**src/rtl/controlador_registrador7b.sv**
```systemverilog
// -----------------------------------------------------------------------------
// controlador_registrador7b
// Load controller for a bank of four 7-bit registers that share one data bus.
// A debounced push-button press writes dado_in into the register selected by
// {ch1,ch0}. A limpar request walks a zero through all four registers.
//
// Ports
//   clk                in   system clock, rising edge
//   reset              in   synchronous, active-high
//   botao              in   raw confirm button (asynchronous to clk)
//   ch1, ch0           in   target register index = {ch1,ch0}
//   dado_in     [6:0]  in   data to write
//   limpar             in   level request to clear all four registers
//   sinal       [3:0]  out  one-hot load strobe (registered)
//   d_out       [6:0]  out  shared data bus (registered)
//   ocupado            out  FSM is not in IDLE
//   reg_valido  [3:0]  out  register i written since the last clear
//   sobrescrita        out  pulse with sinal when the target was already valid
//   contador_escritas [3:0] out  completed loads since last clear, saturating
// -----------------------------------------------------------------------------
module controlador_registrador7b #(
    parameter int unsigned DEBOUNCE_CYCLES = 4
) (
    input  logic       clk,
    input  logic       reset,
    input  logic       botao,
    input  logic       ch1,
    input  logic       ch0,
    input  logic [6:0] dado_in,
    input  logic       limpar,
    output logic [3:0] sinal,
    output logic [6:0] d_out,
    output logic       ocupado,
    output logic [3:0] reg_valido,
    output logic       sobrescrita,
    output logic [3:0] contador_escritas
);

    typedef enum logic [2:0] {
        IDLE,
        DEBOUNCE,
        LOAD,
        WAIT_RELEASE,
        CLEAR
    } state_t;

    localparam logic [3:0] DC    = 4'(DEBOUNCE_CYCLES);
    localparam logic [3:0] DC_M1 = 4'(DEBOUNCE_CYCLES - 1);

    state_t     state_q;
    logic       sync1_q;
    logic       sync2_q;
    logic [3:0] cnt_q;
    logic [3:0] sinal_q;
    logic [6:0] d_out_q;
    logic       ocupado_q;
    logic [3:0] reg_valido_q;
    logic       sobrescrita_q;
    logic [3:0] contador_q;

    logic [1:0] sel;
    assign sel = {ch1, ch0};

    // Outputs are registered on the transition edge, so the strobe for a
    // state appears during the cycle the FSM spends in that state.
    always_ff @(posedge clk) begin
        if (reset) begin
            state_q       <= IDLE;
            sync1_q       <= 1'b0;
            sync2_q       <= 1'b0;
            cnt_q         <= '0;
            sinal_q       <= '0;
            d_out_q       <= '0;
            ocupado_q     <= 1'b0;
            reg_valido_q  <= '0;
            sobrescrita_q <= 1'b0;
            contador_q    <= '0;
        end else begin
            sync1_q       <= botao;
            sync2_q       <= sync1_q;
            sinal_q       <= '0;
            sobrescrita_q <= 1'b0;

            case (state_q)
                IDLE: begin
                    if (limpar) begin
                        state_q   <= CLEAR;
                        ocupado_q <= 1'b1;
                        sinal_q   <= 4'b0001;
                        d_out_q   <= '0;
                        cnt_q     <= 4'd1;
                    end else if (sync2_q) begin
                        state_q   <= DEBOUNCE;
                        ocupado_q <= 1'b1;
                        cnt_q     <= 4'd1;
                    end
                end

                DEBOUNCE: begin
                    if (!sync2_q) begin
                        state_q   <= IDLE;
                        ocupado_q <= 1'b0;
                        cnt_q     <= '0;
                    end else if (cnt_q == DC) begin
                        // Capture select and data now; later input changes
                        // cannot disturb the LOAD cycle.
                        state_q            <= LOAD;
                        sinal_q            <= 4'b0001 << sel;
                        d_out_q            <= dado_in;
                        sobrescrita_q      <= reg_valido_q[sel];
                        reg_valido_q[sel]  <= 1'b1;
                        if (contador_q != 4'hF) begin
                            contador_q <= contador_q + 4'd1;
                        end
                        cnt_q <= '0;
                    end else begin
                        cnt_q <= cnt_q + 4'd1;
                    end
                end

                LOAD: begin
                    state_q <= WAIT_RELEASE;
                    cnt_q   <= '0;
                end

                WAIT_RELEASE: begin
                    // cnt_q counts consecutive released cycles already seen.
                    if (sync2_q) begin
                        cnt_q <= '0;
                    end else if (cnt_q == DC_M1) begin
                        state_q   <= IDLE;
                        ocupado_q <= 1'b0;
                        cnt_q     <= '0;
                    end else begin
                        cnt_q <= cnt_q + 4'd1;
                    end
                end

                CLEAR: begin
                    // cnt_q is the index of the next strobe; 4 means all done.
                    if (cnt_q == 4'd4) begin
                        state_q      <= IDLE;
                        ocupado_q    <= 1'b0;
                        reg_valido_q <= '0;
                        contador_q   <= '0;
                        cnt_q        <= '0;
                    end else begin
                        sinal_q <= 4'b0001 << cnt_q[1:0];
                        cnt_q   <= cnt_q + 4'd1;
                    end
                end

                default: begin
                    state_q   <= IDLE;
                    ocupado_q <= 1'b0;
                    cnt_q     <= '0;
                end
            endcase
        end
    end

    assign sinal             = sinal_q;
    assign d_out             = d_out_q;
    assign ocupado           = ocupado_q;
    assign reg_valido        = reg_valido_q;
    assign sobrescrita       = sobrescrita_q;
    assign contador_escritas = contador_q;

endmodule

```
**config.mk**
```make
export PLATFORM = sky130hd
export DESIGN_NAME = controlador_registrador7b
export DESIGN_NICKNAME = d
export VERILOG_FILES = /design/src/rtl/controlador_registrador7b.sv
export SDC_FILE = /design/constraint.sdc
export NUM_CORES = 1
export LEC_CHECK = 0
export ABC_AREA = 1
export CORE_UTILIZATION = 40
export CTS_BUF_LIST = sky130_fd_sc_hd__clkbuf_4
export CTS_CLUSTER_DIAMETER = 150
export DETAILED_ROUTE_END_ITERATION = 7
export GPL_ROUTABILITY_DRIVEN = 0
export MAX_ROUTING_LAYER = met4
export PLACE_DENSITY = 0.65
export SLEW_MARGIN = 20
export SYNTH_ARGS = -nofsm -noshare
export SYNTH_HDL_FRONTEND = slang
export SYNTH_SLANG_ARGS = --single-unit
```
**constraint.sdc**
```tcl
create_clock -name clk -period 1.76 [get_ports clk]
set_clock_uncertainty 0.05 [all_clocks]
set_input_delay 0.176 -clock clk [delete_from_list [all_inputs] [get_ports clk]]
set_output_delay 0.176 -clock clk [all_outputs]
set_load 0.02 [all_outputs]
```
==> flow_summary.yaml <==
critical_path:
  max_stage_delay_ps: 640
  cp_top_family: "buffers and inverters"
  cp.required_ps: 1530
  path_cells: "clkdlybuf4s50_1"
  worst_setup_path_end_kind: "output port"
  critPathArrivalTime_ps: 1430
  path_buf_inv: 1
  crit_type: "reg -> out"
  start_kind: "register"
  slowest_stage: "clkdlybuf4s50_1"
  critPathMaxFanout: 6
timing:
  setup_viol: 0
  worst_pin_slew_ps: 340
  min_period_ps: 1660
  min_period_over_period: 0.942
  whs_ps: 304
  setup_tns_ps: 0
  slew_violations: 0
  grt_setup_unrepaired: "false"
  hold_viol: 0
  relSlewSlack: 0.772
  clock.fmax_mhz: 603
pwr:
  p_clk_frac: 0.161
  p_seq_frac: 0.356
  ir_drop_mv: 0.708
  p_switching_mw: 1.08
  p_comb_frac: 0.483
  p_leak_nw: 0.862
  powerDensity_nw_per_um2: 1240
  sw_frac_of_total: 0.429
  internal_power_mw: 1.44
synthesis:
  seq_area_frac_synth: 0.383
  synth_nets: 234
  ys_ff_latch: 30
  yosysWarningCount: 0
  syn_avg_cell_area_sq_um: 7.26
  syn_area_sq_um: 1570
  syn_inst: 216
  yosysUniqueCellTypes: 26
placed_design:
  port-buffer-count: 33
  hpwlAfterDp_um: 2430
detailed_routing:
  viasPerCell: 4.73
  drt-wirelength-per-cell_um: 10.7
  drtAntennaViolNets: 0
  dr_total_vias: 1457
  drc: 0
  dr.first_iter.drc_count: 64
  wl_um: 3300
  drtPass1Iterations: 4
floorplanning:
  die-area_sq_um: 4170
  start_util: 0.422
  coreArea_sq_um: 3720
  die_x_um: 64.6
  die_y_um: 64.6
  io_pins: 34
  rows: 22
clock_tree:
  cts_resized: 0
  cts_root_buf: "clkbuf_4"
  cts_tree: "done"
  hold_buffers: 0
  htree_levels: 2
  cts_made_buffers: 5
  clkSlewWorstSetupHoldPaths_ps: 90
  cts_buffer_depth: 2
  clk_latency_ps: 330
  postCtsSetupBuffers: 0
  clock-sinks: 30
global_route:
  overflow: 0
  antenna_found_initial: 0
  first_global_vias: 1318
  grt_pass1_wl_um: 5640
  grt_max_degree: 16
  grt_usage: 0.183
final_layout:
  nets: 277
  final_cell_mix: "52 x nand2_1, 33 x clkdlybuf4s50_1, 30 x dfxtp_1, 27 x inv_1, 21 x nor2_1"
  fill_cells: 360
  drive_gt1_frac: 0.150
  syn2layout_area_growth_pct: 29.5
  mostFrequentLayoutCell: "nand2_1"
  antenna_cells: 0
run_status:
  status: "completed"
job:
  maxCapViolations: 0
worst_hold_path:
  min_path_type: "in -> reg"
[cells by family after synthesis]
group,Yosys count,synth area share
and+or+nand+nor,105,0.318
AOI/OAI and AO/OA,39,0.151
buffers and inverters,35,0.0974
DFF,30,0.383
adders and majority gates,5,0.0399
xor gates and xnor gates,2,0.0112
[layer usage]
| metal | global-route usage | wire length (um) |
|---|---|---|
| met1 | 0.224 | 1670 |
| met4 | 0.0972 | 70 |
| met3 | 0.0511 | 169 |
| met2 | 0.272 | 1390 |
| met5 | - | 0 |
[flip-flops by register name, indices dropped and copies added (netlist names)]
register	flops
sinal	4
sync2_q	1
sync1_q	1
contador_escritas	4
state_q	3
sobrescrita	1
reg_valido	4
ocupado	1
cnt_q	4
d_out	7
[per-stage QoR]
step	power (mW)	std cells	area, sq um	utilization	worst slack [ps]
after CTS	2.55	308	2030	0.546	99.3
after global placement	2.14	300	1980	0.532	198
after floorplan	1.77	216	1570	-	264
after detailed placement	2.14	300	1980	0.532	165
final	2.52	308	2030	0.546	103
after global routing	2.74	308	2030	0.546	41.5
[power by group through the flow]
stage	Combinational [mW]	Clock, mW	Sequential [mW]
finish	1.22	0.405	0.899
global route	1.37	0.452	0.920
global placement	1.23	0	0.916
CTS	1.23	0.421	0.899
floorplan	0.762	0	1.01
detailed placement	1.22	0	0.912
[cell usage after synthesis]
| master | count | area (sq um) |
|---|---|---|
| a21oi_1 | 19 | 95.1 |
| a21oi_2 | 4 | 35.0 |
| a22oi_1 | 4 | 30.0 |
| a31oi_1 | 2 | 12.5 |
| buf_6 | 1 | 11.3 |
| buf_8 | 1 | 15.0 |
| clkbuf_1 | 2 | 7.51 |
| dfxtp_1 | 30 | 601 |
| ha_1 | 5 | 62.6 |
| inv_1 | 27 | 101 |
| inv_2 | 3 | 11.3 |
| inv_4 | 1 | 6.26 |
| nand2_1 | 52 | 195 |
| nand2_2 | 6 | 37.5 |
| nand2_4 | 2 | 22.5 |
| nand3_1 | 10 | 50.1 |
| nand3_2 | 3 | 30.0 |
| nand4_1 | 8 | 50.1 |
| nor2_1 | 21 | 78.8 |
| nor2_2 | 1 | 6.26 |
| nor2_4 | 1 | 11.3 |
| nor3_4 | 1 | 16.3 |
| o211ai_1 | 1 | 7.51 |
| o21ai_0 | 6 | 30.0 |
| o21ai_2 | 3 | 26.3 |
| xor2_1 | 2 | 17.5 |
[layout make-up]
class,instances,area (sq um),share of cell area
clock inverter,2,8.76,0.00431
timing repair buffer,40,383,0.189
inverter,31,119,0.0585
sequential,30,601,0.296
clock buffer,6,45.0,0.0222
multi-input combinational,151,815,0.401
tap,48,60.1,0.0296
[path summary, 6_finish.rpt]
path                                           start              endpoint  slack (ps)  cells past startpoint
worst max register to register              cnt_q[1]  contador_escritas[2]         210                      9
worst min register to register               sync1_q               sync2_q         370                      2
worst max-delay path            contador_escritas[2]  contador_escritas[2]         100                      1
worst min-delay path                           botao               sync1_q         300                      3
Power figures use the tool's default switching activity.
